<file path="config.mk">
export PLATFORM = sky130hd
export DESIGN_NAME = wb_arbiter_2m
export DESIGN_NICKNAME = d
export VERILOG_FILES = /design/src/rtl/wb_arb_pkg.sv /design/src/rtl/wb_arb_watchdog.sv /design/src/rtl/wb_arbiter_2m.sv
export SDC_FILE = /design/constraint.sdc
export NUM_CORES = 1
export LEC_CHECK = 0
export BUFFER_PORTS_ARGS = -buffer_cell sky130_fd_sc_hd__buf_2
export CAP_MARGIN = 20
export CORE_AREA = 2 2 120 122
export CTS_CLUSTER_DIAMETER = 30
export DETAILED_ROUTE_END_ITERATION = 12
export DIE_AREA = 0 0 122 124
export HOLD_SLACK_MARGIN = 0.08
export MAX_ROUTING_LAYER = met4
export PLACE_DENSITY = 0.58
export SYNTH_ARGS = -nofsm -noshare
export SYNTH_HDL_FRONTEND = slang
export SYNTH_SLANG_ARGS = --single-unit
</file>
<file path="constraint.sdc">
create_clock -name i_clk -period 4 [get_ports i_clk]
set_input_delay 0.4 -clock i_clk [delete_from_list [all_inputs] [get_ports i_clk]]
set_output_delay 0.4 -clock i_clk [all_outputs]
set_load 0.1 [all_outputs]
</file>
<file path="src/rtl/wb_arb_pkg.sv">
// wb_arb_pkg
// Shared types and constants for the two-master Wishbone arbiter:
//   arb_state_e  - arbiter state (IDLE / GRANT / ABORT)
//   OWNER_A/B    - encoding of the owner and last_owner bits
//   other_owner  - returns the opposite master
package wb_arb_pkg;

  typedef enum logic [1:0] {
    ST_IDLE  = 2'd0,
    ST_GRANT = 2'd1,
    ST_ABORT = 2'd2
  } arb_state_e;

  localparam logic OWNER_A = 1'b0;
  localparam logic OWNER_B = 1'b1;

  function automatic logic other_owner(input logic owner);
    return ~owner;
  endfunction

endpackage

</file>
<file path="src/rtl/wb_arb_watchdog.sv">
// wb_arb_watchdog
// Tracks outstanding requests of the current bus owner and times out a
// cycle whose slave has stopped acknowledging.
// Ports:
//   i_clk, i_reset  clock, synchronous active-high reset
//   accept_i        a request was accepted by the slave this cycle
//   ack_i           the slave acknowledged a request this cycle
//   err_i           the slave signalled a bus error (drops all outstanding)
//   clear_i         no cycle in progress; forget all state
//   full_o          outstanding count has reached 2^LGMAXOUT-1
//   timeout_o       TIMEOUT cycles without ack while requests are pending
module wb_arb_watchdog #(
  parameter int LGMAXOUT = 4,
  parameter int TIMEOUT  = 64
) (
  input  logic i_clk,
  input  logic i_reset,
  input  logic accept_i,
  input  logic ack_i,
  input  logic err_i,
  input  logic clear_i,
  output logic full_o,
  output logic timeout_o
);

  localparam int WDW = $clog2(TIMEOUT);
  localparam logic [LGMAXOUT-1:0] CNT_MAX = '1;
  localparam logic [WDW-1:0]      WD_LAST = WDW'(TIMEOUT - 1);

  logic [LGMAXOUT-1:0] count_q, count_d;
  logic [WDW-1:0]      wd_q, wd_d;

  always_comb begin
    count_d = count_q;
    if (clear_i || err_i)
      count_d = '0;
    else if (accept_i && !ack_i)
      count_d = count_q + LGMAXOUT'(1);
    else if (ack_i && !accept_i && (count_q != '0))
      count_d = count_q - LGMAXOUT'(1);
  end

  // The timer only runs while something is pending; any ack restarts it.
  // It parks at WD_LAST so it cannot wrap back into a false "alive" state.
  always_comb begin
    wd_d = wd_q;
    if (clear_i || (count_q == '0) || ack_i)
      wd_d = '0;
    else if (wd_q != WD_LAST)
      wd_d = wd_q + WDW'(1);
  end

  always_ff @(posedge i_clk) begin
    if (i_reset) begin
      count_q <= '0;
      wd_q    <= '0;
    end else begin
      count_q <= count_d;
      wd_q    <= wd_d;
    end
  end

  assign full_o    = (count_q == CNT_MAX);
  assign timeout_o = (count_q != '0) && (wd_q == WD_LAST) && !ack_i;

endmodule

</file>
<file path="src/rtl/wb_arbiter_2m.sv">
// wb_arbiter_2m
// Shares one pipelined Wishbone (B4) peripheral bus between master A (CPU)
// and master B (debug/DMA). Whole bus cycles are granted; simultaneous
// requests are resolved round-robin. A stuck slave is detected by the
// watchdog and the owner's cycle is aborted with a one-cycle error.
// Ports:
//   i_clk, i_reset                     clock, synchronous active-high reset
//   i_a_* / o_a_*                      master A request / response
//   i_b_* / o_b_*                      master B request / response
//   o_wb_*                             slave-side request
//   i_wb_ack/stall/err/data            slave-side response
module wb_arbiter_2m
  import wb_arb_pkg::*;
#(
  parameter int AW       = 30,
  parameter int DW       = 32,
  parameter int LGMAXOUT = 4,
  parameter int TIMEOUT  = 64
) (
  input  logic            i_clk,
  input  logic            i_reset,
  // master A
  input  logic            i_a_cyc,
  input  logic            i_a_stb,
  input  logic            i_a_we,
  input  logic [AW-1:0]   i_a_addr,
  input  logic [DW-1:0]   i_a_data,
  input  logic [DW/8-1:0] i_a_sel,
  output logic            o_a_ack,
  output logic            o_a_stall,
  output logic            o_a_err,
  output logic [DW-1:0]   o_a_data,
  // master B
  input  logic            i_b_cyc,
  input  logic            i_b_stb,
  input  logic            i_b_we,
  input  logic [AW-1:0]   i_b_addr,
  input  logic [DW-1:0]   i_b_data,
  input  logic [DW/8-1:0] i_b_sel,
  output logic            o_b_ack,
  output logic            o_b_stall,
  output logic            o_b_err,
  output logic [DW-1:0]   o_b_data,
  // slave side
  output logic            o_wb_cyc,
  output logic            o_wb_stb,
  output logic            o_wb_we,
  output logic [AW-1:0]   o_wb_addr,
  output logic [DW-1:0]   o_wb_data,
  output logic [DW/8-1:0] o_wb_sel,
  input  logic            i_wb_ack,
  input  logic            i_wb_stall,
  input  logic            i_wb_err,
  input  logic [DW-1:0]   i_wb_data
);

  arb_state_e state_q;
  logic       owner_q;
  logic       last_owner_q;

  // Owner-selected request
  logic            own_cyc, own_stb, own_we, other_cyc;
  logic [AW-1:0]   own_addr;
  logic [DW-1:0]   own_wdata;
  logic [DW/8-1:0] own_sel;

  assign own_cyc   = (owner_q == OWNER_B) ? i_b_cyc  : i_a_cyc;
  assign own_stb   = (owner_q == OWNER_B) ? i_b_stb  : i_a_stb;
  assign own_we    = (owner_q == OWNER_B) ? i_b_we   : i_a_we;
  assign own_addr  = (owner_q == OWNER_B) ? i_b_addr : i_a_addr;
  assign own_wdata = (owner_q == OWNER_B) ? i_b_data : i_a_data;
  assign own_sel   = (owner_q == OWNER_B) ? i_b_sel  : i_a_sel;
  assign other_cyc = (owner_q == OWNER_B) ? i_a_cyc  : i_b_cyc;

  logic granted, active, full, timeout, abort, accept;

  assign granted = (state_q == ST_GRANT);
  // Slave cyc follows the owner's cyc combinationally so it drops the same
  // cycle the owner releases the bus.
  assign active  = granted && own_cyc;
  assign abort   = active && timeout;

  // Slave-side request
  assign o_wb_cyc  = active;
  assign o_wb_stb  = active && own_stb && !full;
  assign o_wb_we   = granted && own_we;
  assign o_wb_addr = granted ? own_addr  : '0;
  assign o_wb_data = granted ? own_wdata : '0;
  assign o_wb_sel  = granted ? own_sel   : '0;

  assign accept = o_wb_stb && !i_wb_stall;

  // Acks/errors outside GRANT (e.g. late acks after an abort) are dropped
  // here so they neither reach a master nor disturb the counters.
  wb_arb_watchdog #(
    .LGMAXOUT (LGMAXOUT),
    .TIMEOUT  (TIMEOUT)
  ) u_watchdog (
    .i_clk     (i_clk),
    .i_reset   (i_reset),
    .accept_i  (accept),
    .ack_i     (granted && i_wb_ack),
    .err_i     (granted && i_wb_err),
    .clear_i   (!active),
    .full_o    (full),
    .timeout_o (timeout)
  );

  // Response seen by the owner; the non-owner always sees a stalled, idle bus.
  logic          own_stall, own_ack, own_err;
  logic [DW-1:0] own_rdata;

  assign own_stall = !granted || i_wb_stall || full;
  assign own_ack   = granted && i_wb_ack;
  assign own_err   = granted && (i_wb_err || abort);
  assign own_rdata = granted ? i_wb_data : '0;

  assign o_a_stall = (owner_q == OWNER_A) ? own_stall : 1'b1;
  assign o_a_ack   = (owner_q == OWNER_A) && own_ack;
  assign o_a_err   = (owner_q == OWNER_A) && own_err;
  assign o_a_data  = (owner_q == OWNER_A) ? own_rdata : '0;

  assign o_b_stall = (owner_q == OWNER_B) ? own_stall : 1'b1;
  assign o_b_ack   = (owner_q == OWNER_B) && own_ack;
  assign o_b_err   = (owner_q == OWNER_B) && own_err;
  assign o_b_data  = (owner_q == OWNER_B) ? own_rdata : '0;

  always_ff @(posedge i_clk) begin
    if (i_reset) begin
      state_q      <= ST_IDLE;
      owner_q      <= OWNER_A;
      last_owner_q <= OWNER_B;
    end else begin
      case (state_q)
        ST_IDLE: begin
          if (i_a_cyc && i_b_cyc) begin
            owner_q <= other_owner(last_owner_q);
            state_q <= ST_GRANT;
          end else if (i_a_cyc) begin
            owner_q <= OWNER_A;
            state_q <= ST_GRANT;
          end else if (i_b_cyc) begin
            owner_q <= OWNER_B;
            state_q <= ST_GRANT;
          end
        end
        ST_GRANT: begin
          last_owner_q <= owner_q;
          if (!own_cyc) begin
            // Hand straight over to a waiting master, no idle bubble.
            if (other_cyc)
              owner_q <= other_owner(owner_q);
            else
              state_q <= ST_IDLE;
          end else if (timeout) begin
            state_q <= ST_ABORT;
          end
        end
        ST_ABORT: begin
          if (!own_cyc)
            state_q <= ST_IDLE;
        end
        default: state_q <= ST_IDLE;
      endcase
    end
  end

endmodule

</file>
==> results of run 1 <==
[critical path, stage by stage (launching register included)]
cell	delay (ns)
sky130_fd_sc_hd__dfxtp_4	0.72
sky130_fd_sc_hd__mux2i_1	0.27
sky130_fd_sc_hd__nand4b_2	0.33
sky130_fd_sc_hd__or2_2	0.37
sky130_fd_sc_hd__ha_1	0.29
sky130_fd_sc_hd__a21o_1	0.10
sky130_fd_sc_hd__a21oi_1	0.07
sky130_fd_sc_hd__or3_1	0.33
sky130_fd_sc_hd__a21oi_1	0.18
sky130_fd_sc_hd__nor3b_2	0.06
[where the power goes]
group / leakage [nW] / internal, mW / switching (mW) / total, mW
Sequential: 0.114 / 0.143 / 0.0154 / 0.158
Combinational: 2.24 / 0.191 / 0.735 / 0.926
Clock: 0.0382 / 0.134 / 0.0556 / 0.190
Total: 2.39 / 0.468 / 0.806 / 1.27
[cells by family (layout without fill, tap and decap cells)]
family,after synthesis,count (layout),share of synthesized area (%)
adder cells (fa/ha/maj),4,4,2.52
AO/OA/AOI/OAI,18,18,5.43
multiplexers,72,72,31.7
flip-flops,14,14,12.3
AND/OR/NAND/NOR,183,183,40.7
XOR/XNOR,5,5,1.92
buffers and inverters,30,325,5.38
[how the worst min path moves through the flow]
stage / end / slack, ns
floorplan: last_owner_q / 0.43
global placement: last_owner_q / 0.45
detailed placement: last_owner_q / 0.47
CTS: owner_q / 0.39
global route: owner_q / 0.40
finish: owner_q / 0.40
[per-layer routing]
layer	track usage [%]	vias up
met5	-	-
met4	1.72	0
met3	1.42	4
met2	20.1	165
met1	15.8	1461
li1	-	1714
[sequential cells by signal, summed over array words and instances (netlist names)]
name	cells
owner_q	1
u_watchdog.count_q	4
last_owner_q	1
state_q	2
u_watchdog.wd_q	6
[final cells by class]
type	count	area [um^2]	share of cell area, %
multi-input combinational	282	1880	46.1
sequential	14	284	6.95
inverter	3	11.3	0.276
tap	180	225	5.51
timing repair buffer	318	1600	39.3
clock buffer	4	78.8	1.93
[cell usage in the layout, fill, tap and decap left out, drive strengths merged]
master   Yosys  final
a2111oi      1      1
a21o         1      1
a21oi        6      6
a22oi        2      2
a311oi       1      1
a31oi        1      1
a41oi        2      2
and2        33     33
and3        33     33
buf          7    318
clkbuf      20      4
dfxtp       14     14
fa           1      1
ha           3      3
inv          3      3
mux2         2      2
mux2i       70     70
nand2       10     10
nand3        6      6
nand3b       3      3
nand4b       1      1
nor2        85     85
nor2b        1      1
nor3         3      3
nor3b        2      2
nor4         2      2
o21ai        3      3
o2bb2ai      1      1
or2          1      1
or3          1      1
or4          1      1
or4b         1      1
xnor2        3      3
xor2         2      2
==> metrics.md, run 1 <==
| Metric | Value |
|---|---|
| Seq/Total Area, Yosys | 12.3% |
| Endpoint arrival time on the critical path | 2.98 ns |
| Synthesized netlist net count | around 510 |
| Total GRT Usage | 12.0% |
| Final setup violation count | 0 |
| Post-route ant nets | 0 |
| Worst setup path start | owner_q |
| Count of pins on the block boundary | 314 |
| Synth Instances | 326 |
| Amount of wire on met3 after detailed routing | slightly below 800 um |
| Fillers | 1552 |
| RSZ-0062 raised after global routing | false |
| Capture point of the critical path | u_watchdog.count_q[3] |
| Register-to-register setup slack | 1.15 ns |
| Largest net degree at the start of global routing | 58 |
| Number of buffers inserted to repair setup after CTS | 0 |
| Origin of the worst min-delay path | i_reset |
| Average wire per standard cell | around 13 um |
| Kind of end point of the critical path | register |
| Setup slack at placement | 1.13 ns |
| Synth area leader | sky130_fd_sc_hd__mux2i_1 |
| Number of pins with negative max-slew slack in the final report | 0 |
| Length of routed met2 wiring | 5210 um |
| Leakage power summed over all cells | ~2.4 nW |
| Share of flip-flops with an asynchronous set or reset after synthesis | 0% |
| Proportion of layout cells with a drive suffix above 1 | a little over half |
| Crit path setup slack, layout | 1.15 ns |
| Final Cycle Share | 71.1% |
| Final #Nets | 801 |
| Detailed-routing wirelength on met1 | roughly 4300 um |
| Initial drt markers | 119 |
| Via total after detailed routing | between 3000 and 4000 |
| Number of antenna violations at the first check in global routing | 0 |
| Hold Path Stages | 2 |
| Overall overflow remaining after global route | 0 |
| Number of library cell types mapped by synthesis | 39 |
| Class of the tightest hold or removal check | in2reg |
| Total number of H-tree levels | 1 |
| FF-to-FF Start | owner_q |
| Clock insertion delay at the later pin of the skew report | 0.24 ns |
| Number of synthesized register bits | 14 |
| Total power of the final layout | 1.27 mW |
| CTS Hold Bufs | 0 |
| Crit Path Category | reg2reg |
| Number of iterations in the first detailed-routing pass | 4 |
| Top cells by count, synth | 84 x sky130_fd_sc_hd__nor2_1, 70 x sky130_fd_sc_hd__mux2i_1, 33 x sky130_fd_sc_hd__and2_1, 33 x sky130_fd_sc_hd__and3_1, 20 x sky130_fd_sc_hd__clkbuf_1 |
| Clock transition time at the flip-flop clock pins of the worst setup and hold paths | 0.05 ns |
| CTS buffer count | 3 |
| Summed negative setup slack over all endpoints | 0 ns |
| Sort of element at the start of the critical path | register |
| Placed wire-length estimate after detailed placement | 8640 um |
| Root Buffer Master | sky130_fd_sc_hd__clkbuf_16 |
| Largest fanout on the critical path | between 50 and 60 |
| Wire length of the first global-routing pass | 14200 um |
| Cells resized by post-CTS repair | 0 |
| Width of the die | 122 um |
| Final hold violation count | 0 |
| Number of warnings reported in the yosys synthesis log | 0 |
| Ranking of synthesized cells by area | sky130_fd_sc_hd__mux2i_1 31%, sky130_fd_sc_hd__nor2_1 14%, sky130_fd_sc_hd__dfxtp_1 12% |
| Slew at the pin closest to its max-slew limit | 0.670 ns |
| Final Skew | 0.00365 ns |
| Clock buffer depth | 2 |
| Mean cell area of the mapped netlist | 6.99 um^2 |
| Worst-case reg-to-reg path depth | 9 |
| Total number of placement rows | 43 |
| Tightest slew margin relative to the limit | 55.2% |
| Cell area after synthesis | 0.00228 mm^2 |
| Uppermost layer routed | met4 |
| Detailed-route vias per instance | around 4.2 |
| Fraction of synthesized cell area taken by the top area cell type | 30.7% |
| Pwr/cell area | 312 mW/mm^2 |
| CTS tree | yes |
| Final routed wirelength across all metal layers | between 10000 and 15000 um |
| End of the worst register-to-register path | u_watchdog.count_q[3] |
| # clock sinks | 14 |
| CORE AREA | 0.0137 mm^2 |
| Remaining design rule violation count | 0 |
| Placed Instances | 797 |
| Top-count cell post-synth | sky130_fd_sc_hd__nor2_1 |
| VDD IR-drop max | 116 uV |
| Fmax | 0.351 GHz |
| Floorplan die height | 124 um |
| Post-route core utilization | 29.8% |
| Placement Cell Area | 0.00401 mm^2 |
| Main flop type after synthesis | sky130_fd_sc_hd__dfxtp_1 |
| Post-Layout Inst Area | 0.00409 mm^2 |
| Final weighted congestion in routability-driven placement | roughly 0.8 |
| Effective utilization at floorplan | 16.6% |
| Count of flip-flops with a built-in enable after synthesis | 0 |
| Result of the run | complete, no violations |
| Final worst hold slack | approximately 0.40 ns |
| Area growth from synthesis to layout | 79.2% |
| Vias in the first global route | 2787 |
| Time the worst path needs with I/O delays and setup | 2.85 ns |
| Worst endpoint required time | about 4.1 ns |
| Die Footprint | 0.0151 mm^2 |
| Max_cap viols | 0 |
| Count of placed standard cells in the final layout, fillers left out | 801 |
| IO buf count | 313 |
| Count of antenna diodes in the layout | 0 |
Note: power is estimated with default switching activity, not from simulation.
==> inputs of run 2 (changes only) <==
==> constraint.sdc (replaced) <==
create_clock -name i_clk -period 2.9 [get_ports i_clk]
set_input_delay 0.29 -clock i_clk [delete_from_list [all_inputs] [get_ports i_clk]]
set_output_delay 0.29 -clock i_clk [all_outputs]
set_load 0.1 [all_outputs]
==> run 2 against run 1 <==
Sequential share of layout area decreased by 0.82 points. Cell count increased by 0.25%. Utilization increased by 4.0 points. Global-route usage increased by 2.1 points. Sequential power increased by 27%. Via count decreased by 0.36%. Sequential cell count unchanged. Clock power increased by 56%. Wire length increased by 13%. Critical path type unchanged. Setup slack got worse by 0.76 ns.
==> metrics.md, run 2 (synthesis gave the netlist of run 1 again) <==
| Metric | Value |
|---|---|
| Top Registers | u_watchdog.wd_q (6), u_watchdog.count_q (4), state_q (2) |
| Number of iterations in the first detailed-routing pass | 6 (+2) |
| Most frequent cells in the layout | 280 x sky130_fd_sc_hd__buf_2, 84 x sky130_fd_sc_hd__nor2_1, 70 x sky130_fd_sc_hd__mux2i_1, 34 x sky130_fd_sc_hd__buf_12 |
| Hold Path Stages | 2 (unchanged) |
| Time the worst path needs with I/O delays and setup | 2.51 ns (-0.335 ns) |
| CORE AREA | 0.0137 mm^2 (unchanged) |
| Most common cell after layout, fill and taps aside | sky130_fd_sc_hd__buf_2 |
| Effective utilization at floorplan | 16.6% (unchanged) |
| Cells resized by post-CTS repair | 0 (unchanged) |
| Max_cap viols | 0 (unchanged) |
| Total number of H-tree levels | 1 (unchanged) |
| Largest fanout on the critical path | 6 (-89%) |
| Die Footprint | 0.0151 mm^2 (unchanged) |
| CTS buffer count | 3 (unchanged) |
| Placed wire-length estimate after detailed placement | 9750 um (+13%) |
| Worst endpoint required time | 3.03 ns (-1.10 ns) |
| Class of the tightest hold or removal check | in2reg |
| Via total after detailed routing | 3332 (-0.36%) |
| Root Buffer Master | sky130_fd_sc_hd__clkbuf_16 |
| Number of flip-flops in the largest register | 6 (unchanged) |
| Final hold violation count | 0 (unchanged) |
| Origin of the worst min-delay path | i_reset |
| Final setup violation count | 0 (unchanged) |
| Clock buffer depth | 2 (unchanged) |
| Final worst hold slack | 0.284 ns (-0.120 ns) |
| Count of pins on the block boundary | 314 (unchanged) |
| Number of buffers inserted to repair setup after CTS | 0 (unchanged) |
| Remaining design rule violation count | 0 (unchanged) |
| Total number of placement rows | 43 (unchanged) |
| Summed negative setup slack over all endpoints | 0 ns (unchanged) |
| Worst setup path start | u_watchdog.count_q[0] |
| CTS tree | yes |
| Count of antenna diodes in the layout | 0 (unchanged) |
| # clock sinks | 14 (unchanged) |
| Area growth from synthesis to layout | 103% |
| VDD IR-drop max | 213 uV (+83%) |
| Leakage power summed over all cells | 2.52 nW (+5.5%) |
| Proportion of layout cells with a drive suffix above 1 | 54.1% (+0.63 points) |
| Worst-case reg-to-reg path depth | 9 (unchanged) |
| RSZ-0062 raised after global routing | false |
| Crit path setup slack, layout | 0.390 ns (-0.765 ns) |
| Crit Path Category | reg2reg |
| Final weighted congestion in routability-driven placement | 0.805 (+3.6%) |
| Setup slack at placement | 0.395 ns (-0.736 ns) |
| Detailed-route vias per instance | 4.15 (-0.61%) |
| Overall overflow remaining after global route | 0 (unchanged) |
| Final Cycle Share | 86.6% (+15 points) |
| Reg with most FFs | u_watchdog.wd_q |
| Number of antenna violations at the first check in global routing | 0 (unchanged) |
| FF-to-FF Start | u_watchdog.count_q[0] |
| Average wire per standard cell | 14.4 um (+12%) |
| Post-route ant nets | 0 (unchanged) |
| Final Skew | 0.000958 ns (-0.00269 ns) |
| Clock insertion delay at the later pin of the skew report | 0.25 ns (about the same) |
| Kind of end point of the critical path | register |
| Sort of element at the start of the critical path | register |
| Slew at the pin closest to its max-slew limit | 0.587 ns (-0.0829 ns) |
| Pwr/cell area | 412 mW/mm^2 (+32%) |
| CTS Hold Bufs | 0 (unchanged) |
| Total GRT Usage | 14.0% (+2.1 points) |
| Wire length of the first global-routing pass | 16300 um (+15%) |
| Clock transition time at the flip-flop clock pins of the worst setup and hold paths | 0.05 ns (about the same) |
| Floorplan die height | 124 um (unchanged) |
| Fillers | 1491 (-3.9%) |
| Final routed wirelength across all metal layers | 11600 um (+13%) |
| Fmax | 0.398 GHz (+13%) |
| Final #Nets | 803 (+0.25%) |
| IO buf count | 313 (unchanged) |
| Width of the die | 122 um (unchanged) |
| Result of the run | complete, no violations |
| Tightest slew margin relative to the limit | 60.8% (+5.7 points) |
| Largest net degree at the start of global routing | 55 (-5.2%) |
| Vias in the first global route | 3009 (+8.0%) |
| Endpoint arrival time on the critical path | 2.64 ns (-0.34 ns) |
| Initial drt markers | 157 (+32%) |
| Number of pins with negative max-slew slack in the final report | 0 (unchanged) |
## run 2: changes by cell type in the layout (fill, tap and decap cells not counted), sizes merged
cell / before / now
buf: 318 / 320
## run 2: through the flow
stage                     utilization [%]  instances  power [mW]  instance area [um^2]
after floorplan                         -        326        1.24                  2290
after global routing                 33.8        803        1.98                  4630
after CTS                            33.8        803        1.92                  4630
after global placement               33.1        799        1.62                  4540
final                                33.8        803        1.91                  4630
after detailed placement             33.1        799        1.62                  4540
## run 2: final timing paths
kind | slack (ns) | to
setup / recovery | 0.39 | u_watchdog.count_q[3]
hold / removal | 0.28 | owner_q
setup reg to reg | 0.39 | u_watchdog.count_q[3]
hold reg to reg | 0.48 | u_watchdog.wd_q[1]
## run 2: worst max-delay path, cell delays in order, from the launching register on
cell                       delay, ns
sky130_fd_sc_hd__dfxtp_1        0.38
sky130_fd_sc_hd__a41oi_1        0.37
sky130_fd_sc_hd__nand4b_2       0.23
sky130_fd_sc_hd__or2_2          0.37
sky130_fd_sc_hd__ha_1           0.29
sky130_fd_sc_hd__a21o_1         0.11
sky130_fd_sc_hd__a21oi_1        0.07
sky130_fd_sc_hd__or3_1          0.33
sky130_fd_sc_hd__a21oi_1        0.18
sky130_fd_sc_hd__nor3b_2        0.06
## run 2: power by group
group / switching [mW] / internal [mW]
Combinational: 1.06 / 0.352
Clock: 0.0861 / 0.210
Sequential: 0.00434 / 0.196
Total: 1.15 / 0.758
## run 2: cell type report
class	count	area (um^2)	area share, %
repair buffers	320	2130	45.9
multi-input cells	282	1890	40.9
flip-flops and latches	14	284	6.13
well taps	180	225	4.86
clock buffers	4	88.8	1.92
inverters	3	11.3	0.243
## run 2: per-layer routing
metal	GRT usage, %	wire (um)	vias up
met2	24.3	6090	127
met4	2.37	76	0
li1	-	-	1710
met1	18.2	4910	1489
met3	1.05	520	6
met5	-	0	-
